File: config.mk
export PLATFORM = sky130hd
export DESIGN_NAME = wb_shared_bus_arbiter
export DESIGN_NICKNAME = d
export VERILOG_FILES = /design/src/rtl/wb_shared_bus_arbiter.sv
export SDC_FILE = /design/constraint.sdc
export NUM_CORES = 1
export LEC_CHECK = 0
export BUFFER_PORTS_ARGS = -buffer_cell sky130_fd_sc_hd__buf_2
export CAP_MARGIN = 0
export CORE_AREA = 2 2 265 267
export DETAILED_ROUTE_END_ITERATION = 10
export DIE_AREA = 0 0 267 269
export PLACE_DENSITY = 0.35
export SYNTH_ARGS = -nofsm -noshare
export SYNTH_HDL_FRONTEND = slang
export SYNTH_SLANG_ARGS = --single-unit
File: constraint.sdc
create_clock -name i_clk -period 3.3 [get_ports i_clk]
set_input_delay 0 -clock i_clk [delete_from_list [all_inputs] [get_ports i_clk]]
set_output_delay 0 -clock i_clk [all_outputs]
set_load 0.005 [all_outputs]
File: src/rtl/wb_shared_bus_arbiter.sv
// wb_shared_bus_arbiter: NM-master / NS-slave Wishbone B4 shared bus with a
// cycle-locked grant, address decode, unmapped-address and watchdog errors.
module wb_shared_bus_arbiter #(
    parameter int DW = 32,
    parameter int AW = 32,
    parameter int NM = 4,
    parameter int NS = 4,
    parameter logic [NS*AW-1:0] MATCH_ADDR = '0,
    parameter logic [NS*AW-1:0] MATCH_MASK = '0,
    parameter int TIMEOUT = 255
) (
    input  logic                 i_clk,
    input  logic                 i_rst,
    input  logic                 roundORpriority,
    input  logic [NM*AW-1:0]     i_adr,
    input  logic [NM*DW-1:0]     i_dat,
    input  logic [NM-1:0]        i_we,
    input  logic [NM-1:0]        i_stb,
    input  logic [NM-1:0]        i_cyc,
    input  logic [NM*DW/8-1:0]   i_sel,
    input  logic [NM*3-1:0]      i_cti,
    input  logic [NM*2-1:0]      i_bte,
    output logic [NM-1:0]        o_ack,
    output logic [NM-1:0]        o_err,
    output logic [NM-1:0]        o_rty,
    output logic [NM*DW-1:0]     m_dat_o,
    output logic [NM-1:0]        o_gnt,
    output logic [AW-1:0]        o_adr,
    output logic [DW-1:0]        o_dat,
    output logic                 o_we,
    output logic [DW/8-1:0]      o_sel,
    output logic [2:0]           o_cti,
    output logic [1:0]           o_bte,
    output logic [NS-1:0]        o_cyc,
    output logic [NS-1:0]        o_stb,
    input  logic [NS-1:0]        i_ack,
    input  logic [NS-1:0]        i_err,
    input  logic [NS-1:0]        i_rty,
    input  logic [NS*DW-1:0]     s_dat_i
);
    localparam int PW   = (NM > 1) ? $clog2(NM) : 1;
    localparam int SELW = DW / 8;
    localparam int WDW  = (TIMEOUT > 0) ? $clog2(TIMEOUT + 1) : 1;
    localparam logic [WDW-1:0] WD_LAST =
        WDW'((TIMEOUT > 0) ? TIMEOUT - 1 : 0);

    typedef enum logic {S_IDLE, S_OWNED} state_t;

    state_t          r_state;
    logic [NM-1:0]   r_gnt;
    logic [PW-1:0]   r_ptr;
    logic [WDW-1:0]  r_wd;

    logic [PW-1:0]   w_win;
    int              w_best;
    int              w_dist;
    logic [PW-1:0]   w_gidx;
    logic            w_gcyc, w_gstb, w_gwe;
    logic [AW-1:0]   w_gadr;
    logic [DW-1:0]   w_gdat;
    logic [SELW-1:0] w_gsel;
    logic [2:0]      w_gcti;
    logic [1:0]      w_gbte;
    logic            w_hit;
    logic [NS-1:0]   w_ssel;
    logic            w_s_ack, w_s_err, w_s_rty;
    logic [DW-1:0]   w_sdat;
    logic            w_wd_run, w_wd_exp;
    logic            w_err, w_rty, w_ack;

    // Distance from the search start; smallest distance with cyc high wins.
    always_comb begin
        w_win  = '0;
        w_best = NM;
        w_dist = 0;
        for (int m = 0; m < NM; m++) begin
            w_dist = roundORpriority ? m
                   : (m + NM - 1 - int'(r_ptr)) % NM;
            if (i_cyc[m] && w_dist < w_best) begin
                w_best = w_dist;
                w_win  = PW'(m);
            end
        end
    end

    always_comb begin
        w_gidx = '0;
        w_gcyc = 1'b0;
        w_gstb = 1'b0;
        w_gwe  = 1'b0;
        w_gadr = '0;
        w_gdat = '0;
        w_gsel = '0;
        w_gcti = '0;
        w_gbte = '0;
        for (int m = 0; m < NM; m++) begin
            if (r_gnt[m]) begin
                w_gidx = PW'(m);
                w_gcyc = i_cyc[m];
                w_gstb = i_stb[m];
                w_gwe  = i_we[m];
                w_gadr = i_adr[m*AW +: AW];
                w_gdat = i_dat[m*DW +: DW];
                w_gsel = i_sel[m*SELW +: SELW];
                w_gcti = i_cti[m*3 +: 3];
                w_gbte = i_bte[m*2 +: 2];
            end
        end
    end

    // Scan downward so the lowest matching slave is the one kept.
    always_comb begin
        w_hit   = 1'b0;
        w_ssel  = '0;
        w_s_ack = 1'b0;
        w_s_err = 1'b0;
        w_s_rty = 1'b0;
        w_sdat  = '0;
        for (int s = NS - 1; s >= 0; s--) begin
            if ((w_gadr & MATCH_MASK[s*AW +: AW]) ==
                (MATCH_ADDR[s*AW +: AW] & MATCH_MASK[s*AW +: AW])) begin
                w_hit     = |r_gnt;
                w_ssel    = '0;
                w_ssel[s] = |r_gnt;
                w_s_ack   = i_ack[s];
                w_s_err   = i_err[s];
                w_s_rty   = i_rty[s];
                w_sdat    = s_dat_i[s*DW +: DW];
            end
        end
    end

    assign w_wd_run = (TIMEOUT != 0) & w_gcyc & w_gstb & w_hit
                    & ~(w_s_ack | w_s_err | w_s_rty);
    assign w_wd_exp = w_wd_run & (r_wd == WD_LAST);

    assign w_err = w_gstb & (~w_hit | w_s_err | w_wd_exp);
    assign w_rty = w_gstb & w_hit & w_s_rty & ~w_s_err;
    assign w_ack = w_gstb & w_hit & w_s_ack & ~w_s_err & ~w_s_rty;

    assign o_ack = r_gnt & {NM{w_ack}};
    assign o_err = r_gnt & {NM{w_err}};
    assign o_rty = r_gnt & {NM{w_rty}};
    assign o_gnt = r_gnt;

    assign o_cyc = w_ssel & {NS{w_gcyc}};
    assign o_stb = w_ssel & {NS{w_gstb}};
    assign o_adr = w_gadr;
    assign o_dat = w_gdat;
    assign o_we  = w_gwe;
    assign o_sel = w_gsel;
    assign o_cti = w_gcti;
    assign o_bte = w_gbte;

    always_comb begin
        m_dat_o = '0;
        for (int m = 0; m < NM; m++) begin
            if (r_gnt[m]) m_dat_o[m*DW +: DW] = w_sdat;
        end
    end

    always_ff @(posedge i_clk) begin
        if (i_rst) begin
            r_state <= S_IDLE;
            r_gnt   <= '0;
            r_ptr   <= PW'(NM - 1);
            r_wd    <= '0;
        end else begin
            unique case (r_state)
                S_IDLE: begin
                    r_wd <= '0;
                    if (|i_cyc) begin
                        r_gnt   <= NM'(1) << w_win;
                        r_state <= S_OWNED;
                    end
                end
                S_OWNED: begin
                    if (!w_gcyc) begin
                        r_gnt   <= '0;
                        r_ptr   <= w_gidx;
                        r_wd    <= '0;
                        r_state <= S_IDLE;
                    end else if (w_wd_run) begin
                        r_wd <= w_wd_exp ? '0 : r_wd + WDW'(1);
                    end else begin
                        r_wd <= '0;
                    end
                end
                default: r_state <= S_IDLE;
            endcase
        end
    end
endmodule

-- After elaboration in Yosys (flattened, before gate mapping)
Cells that the tools add are included.
- flip-flop bits (word level): 15
- bits of input ports: 447
- add/sub/neg operators: 5
- $lt $le $gt $ge: 4
- equality and inequality tests: 3
- shift-type cells: 1
- mux-type cells: 59
- bitwise logic cells: 30
- reduce and logical (&&, ||, !) cells: 12
- operator list (operator ; count):
    32-bit two-way mux ; 19
    32-bit less-than comparator ; 3
    32-bit by 4-bit less-than comparator with 1-bit output (second input constant) ; 1
    4-bit two-way mux ; 6
    8-bit two-way mux ; 3
    1-bit two-way mux ; 16
    2-bit two-way mux ; 8
    8-bit one-hot mux with 2 select lines ; 1
    1-bit bitwise AND ; 15
    4-bit bitwise AND ; 3
    3-bit two-way mux ; 4
    3-bit by 2-bit subtractor with 4-bit output (first input constant) ; 3
    8-bit by 1-bit adder with 8-bit output (second input constant) ; 1
    1-bit by 4-bit bitwise AND with 4-bit output ; 2
    8-bit == test (second input constant) ; 1
    4-bit one-hot mux with 2 select lines ; 1
    2-bit OR reduction ; 4
    4-bit OR reduction ; 2
    1-bit NOT ; 6
    1-bit logical AND ; 4
    2-bit inequality test (second input constant) ; 2
    1-bit OR ; 4
    2-bit AND reduction ; 2
    1-bit by 2-bit << shifter with 4-bit output (first input constant) ; 1
    other kinds (2) ; 2

-- Logic depth before layout (Yosys ltp)
- word-level depth: 19
- mapped depth: 16
- depth with buffers taken out: 16

-- Worst setup path after synthesis
No wires, ideal clock.
- path kind: register -> register
- from: register r_ptr[1]
- to: register r_gnt[0], in the netlist o_gnt[0]
- setup time: 117 ps
- arrival: 3197 ps
- path slack: -14 ps
- cell stages (with the launch flop): 17
- buffers on the path: 0
- period minus slack after synthesis: 3314 ps
- path through: dfxtp_1 > nor2_1 > nand2_1 > ha_1 > a21bo_2 > a31oi_1 > a32oi_1 > ha_1 > o22ai_1 > a41o_1 > nand2_1 > mux2_2 > ha_1 > nand2b_1 > o32ai_1 > a22oi_1 > a32o_1
- word-level cells in the longest chain between the ends: 19
- elaborated cells on any way between the ends: 33
- ends and longest elaborated chain (what ; RTL line ; RTL):
    from (decl) ; 51 ; logic [PW-1:0] r_ptr;
    from (signal assigned) ; 166 ; r_ptr <= PW'(NM - 1);
    from (signal assigned) ; 180 ; r_ptr <= w_gidx;
    2-bit by 2-bit subtractor with 3-bit output ; 78 ; : (m + NM - 1 - int'(r_ptr)) % NM;
    2-bit OR reduction (no source line) ; -- ;
    1-bit bitwise AND (no source line) ; -- ;
    32-bit two-way mux ; 77 ; w_dist = roundORpriority ? m
    32-bit by 4-bit less-than comparator with 1-bit output ; 79 ; if (i_cyc[m] && w_dist < w_best) begin
    1-bit logical AND ; 79 ;
    32-bit two-way mux ; 79 ;
    32-bit less-than comparator ; 79 ;
    (+3 left out) ; -- ;
    1-bit logical AND ; 79 ;
    32-bit two-way mux ; 79 ;
    32-bit less-than comparator ; 79 ;
    1-bit logical AND ; 79 ;
    2-bit two-way mux * ; 79 ;
    1-bit by 2-bit << shifter with 4-bit output * ; 173 ; r_gnt <= NM'(1) << w_win;
    4-bit two-way mux * ; 172 ; if (|i_cyc) begin
    4-bit one-hot mux with 2 select lines * ; 169 ; unique case (r_state)
    to (signal assigned) ; 173 ;
    to (decl) ; 50 ; logic [NM-1:0] r_gnt;
Every way passes the cells marked *; elsewhere a longest branch is shown, timed or not. The select of a mux whose other input is x is not followed.
A chain may end at the register's enable or synchronous reset.

-- Worst setup path in the final report
Same ends and word-level chain as after synthesis.

==> impl_metrics.csv <==
group,metric,value,unit
worst_hold_path,hold_path_class,"in -> reg",
power_and_ir_drop,p_clk_frac,0.117,
timing,fin_ws,34.41,ps
synthesis,synth_cell_types,52,
timing,finalHoldViolCount,0,
critical_path,crit_path_start_kind,"flop",
global_routing,grtUsageMet1,0.08401,
timing,rsz0062_at_grt,"yes",
critical_path,cp-startpoint,"r_ptr[1]",
layout,fillCellCount,8087,
place,dp_cells,2011,
die,row_count,97,
synthesis,synth_most_common_cell,"a22oi_1",
synthesis,synthArstFlopShare,0,
timing,setup_violations,0,
drt,drt_iter0_drc,428,
place,post-place-ws,-200.9,ps
clock_network,clk_pin_slew,50,ps
clock_network,cts_buffer_depth,2,
global_routing,gr-max-usage-layer,"met2",
global_routing,grt_max_degree,107,
synthesis,syn_area_per_cell,6.680,sq um
drt,drtAntennaViolNets,0,
die,die_w,267,microns
die,core_area,69300,sq um
global_routing,gr-total-overflow,0,
drt,vias,6569,
drt,drc,0,
die,num_io_pins,673,
synthesis,synthCells,552,
clock_network,htree_levels,1,
drt,wl_per_cell,13.41,microns
critical_path,cp_slowest_stage_delay,350,ps
clock_network,cts-hold-fix-buffers,0,
layout,drive_gt1_frac,0.5763,
power_and_ir_drop,p_per_area,255.6,nW/um^2
die,initial_core_util,0.05321,
clock_network,cts_tree,"built",
global_routing,grt_use_total,0.06472,
die,die_area,71820,sq um
outcome,status,"complete, no violations",
clock_network,clock-sinks,15,
timing,final_max_slew_viol_count,0,
global_routing,grt_pass1_vias,5634,
power_and_ir_drop,p_switching,925.7,uW
worst_hold_path,hp-start,"i_rst",
synthesis,yosys-top-cells-area,"a22oi_1 30%, and2_1 22%, o21ai_0 10%, dfxtp_1 8.1%, clkbuf_1 3.5%",
critical_path,ff2ff_path_depth,16,
global_routing,grt_use_met2,0.1137,
timing,slew_headroom,0.3511,
critical_path,path_cells,"xnor2_2 > nor2_2 > ha_4 > buf_6 > a31oi_4 > a32oi_2 > ha_4 > o22ai_4 > a41o_1 > nand2_1 > mux2_4 > ha_4 > nand2b_4 > o32ai_4 > a22oi_2 > a32o_1",
place,detailed_place_hpwl,21750,microns
critical_path,endpoint,"o_gnt[0]",
layout,syn_to_final_growth,114.3,%
layout,regArea,311.5,sq um
power_and_ir_drop,p_leak,0.003820,uW
clock_network,cts_root_buf,"clkbuf_16",
clock_network,numCtsBuffers,3,
global_routing,grt_pass1_wl,35460,microns
power_and_ir_drop,p_sw_frac,0.4583,
layout,final_cells,2029,
place,port_buffers,561,
power_and_ir_drop,combPwrFrac,0.766,
critical_path,endpoint_kind,"flop",
timing,clock.fmax,306.2,MHz
synthesis,synth.largest_area_cell,"a22oi_1",
critical_path,crit_top_cell,"ha_4",
synthesis,synth_edf_count,0,
synthesis,ys_seq_area_frac,0.08144,
synthesis,yosys.area.top_type_share,0.3034,
layout,multi_input_area,3181,sq um
critical_path,r2r-start,"r_ptr[1]",
timing,skew,2.075,ps
drt,drt_first_pass_iters,5,
flow_run,maxCapViolCount,0,
global_routing,grt_use_met3,0.01078,
synthesis,synth_seq_cells,15,
critical_path,cp_max_fo,3,
synthesis,synth_common_cells,"149 x a22oi_1, 129 x and2_1, 76 x o21ai_0",
timing,tightest_slew,973.3,ps
timing,post-route-period-util,0.9896,
power_and_ir_drop,pwr-share-seq,0.116,
power_and_ir_drop,peakVddDrop,176.2,uV
drt,wl,27210,microns
synthesis,yosys_warnings,0,
drt,viasPerCell,3.238,
die,die_h,269,microns
synthesis,synthFlopType,"dfxtp_1",
critical_path,cp_slowest_cell,"dfxtp_4",
critical_path,rrSetupSlack,30,ps
place,dpl_cell_area,7589,sq um
layout,final_util,0.1140,
critical_path,cp_data_arrival_time,3400,ps
place,gp_congestion,0.7856,
global_routing,antenna_found_initial,2,
critical_path,crit_type,"reg -> reg",
critical_path,rr_endpoint,"o_gnt[0]",
critical_path,worst-endpoint-required,3430,ps
clock_network,clock_latency,240,ps
layout,nNetsFinal,1541,
synthesis,synth_area,3687,sq um
layout,design_area,7903,sq um
timing,period_minus_slack,3266,ps
power_and_ir_drop,p_int,1094,uW
## critical path: cells and delay by family (launching register included)
kind / cells / cell delay [ps]
buf+inv: 1 / 110
fa+ha+maj: 3 / 720
mux: 1 / 320
simple gates: 3 / 390
compound gates: 7 / 1130
xor+xnor: 1 / 130
flops: 1 / 350
## state kept, by name, indices dropped and copies added, names as in the netlist
register and count:
r_ptr 2, r_wd 8, o_gnt 4, r_state 1
## what timing repair did
action / in CTS / in global routing
pin swaps: 10 / 7
cloned: 0 / 0
endpoints found under the setup margin: 4 / 4
gates resized for setup: 14 / 10
setup buffers: 10 / 3
## layer usage
| layer | routed length [microns] | part of all wire |
|---|---|---|
| met5 | 0 | 0 |
| met4 | 248 | 0.0091 |
| met3 | 2210 | 0.081 |
| met2 | 13500 | 0.50 |
| met1 | 11260 | 0.41 |
## how the worst min path moves through the flow
stage          endpoint  depth (start not counted)
4_1_cts         r_state                          2
3_5_place_dp   o_dat[6]                          4
3_3_place_gp    r_state                          2
2_1_floorplan  o_ack[0]                          1
5_1_grt         r_state                          2
6_report        r_state                          2
## cells by family (layout without fill, tap and decap cells)
kind of cell | after synthesis | in the layout | share of synthesized area
AOI/OAI and AO/OA | 250 | 250 | 0.4639
and+or+nand+nor | 189 | 189 | 0.3115
buffers and inverters | 82 | 613 | 0.1001
DFF | 15 | 15 | 0.08144
xor gates and xnor gates | 7 | 7 | 0.01663
adders and majority gates | 5 | 5 | 0.01697
muxes | 3 | 3 | 0.008483
other | 1 | 7 | 0.001017
## area by class of cell
type / count / area share
Inverter: 15 / 0.007125
Clock buffer: 4 / 0.009975
Sequential cell: 15 / 0.03942
Multi-Input combinational cell: 460 / 0.4025
Timing Repair Buffer: 594 / 0.3919
Tap cell: 940 / 0.1488
Antenna cell: 1 / 0.0003167
## power groups by stage
| stage | Sequential [uW] | Clock, uW | Combinational [uW] |
|---|---|---|---|
| 6_report | 235 | 237 | 1550 |
| 5_1_grt | 243 | 261 | 1700 |
| 4_1_cts | 236 | 251 | 1490 |
| 3_5_place_dp | 239 | 0 | 1400 |
| 3_3_place_gp | 239 | 0 | 1400 |
| 2_1_floorplan | 208 | 0 | 648 |
## through the flow
stage	hold slack [ps]	total power, uW	TNS [ps]
2_1_floorplan	35.33	856.5	0
3_3_place_gp	288.3	1640	-517.3
3_5_place_dp	293.6	1637	-549.1
4_1_cts	39.06	1980	-118.4
5_1_grt	54.45	2205	-227.9
6_report	40.65	2020	0
## layout by cell type (no fill, tap or decap), drive strengths merged, types with 4 or more instances in the layout
master / synthesis / layout
and3: 4 / 4
o21ai: 78 / 78
nor4: 5 / 5
clkbuf: 35 / 4
nand3: 6 / 6
a21oi: 6 / 6
nand2: 7 / 7
nor2b: 4 / 4
and2: 130 / 130
inv: 15 / 15
xor2: 5 / 5
ha: 5 / 5
conb: 1 / 6
nor3: 16 / 16
nor2: 8 / 8
buf: 32 / 594
a22oi: 149 / 149
dfxtp: 15 / 15
(Power assumes the default switching activity.)
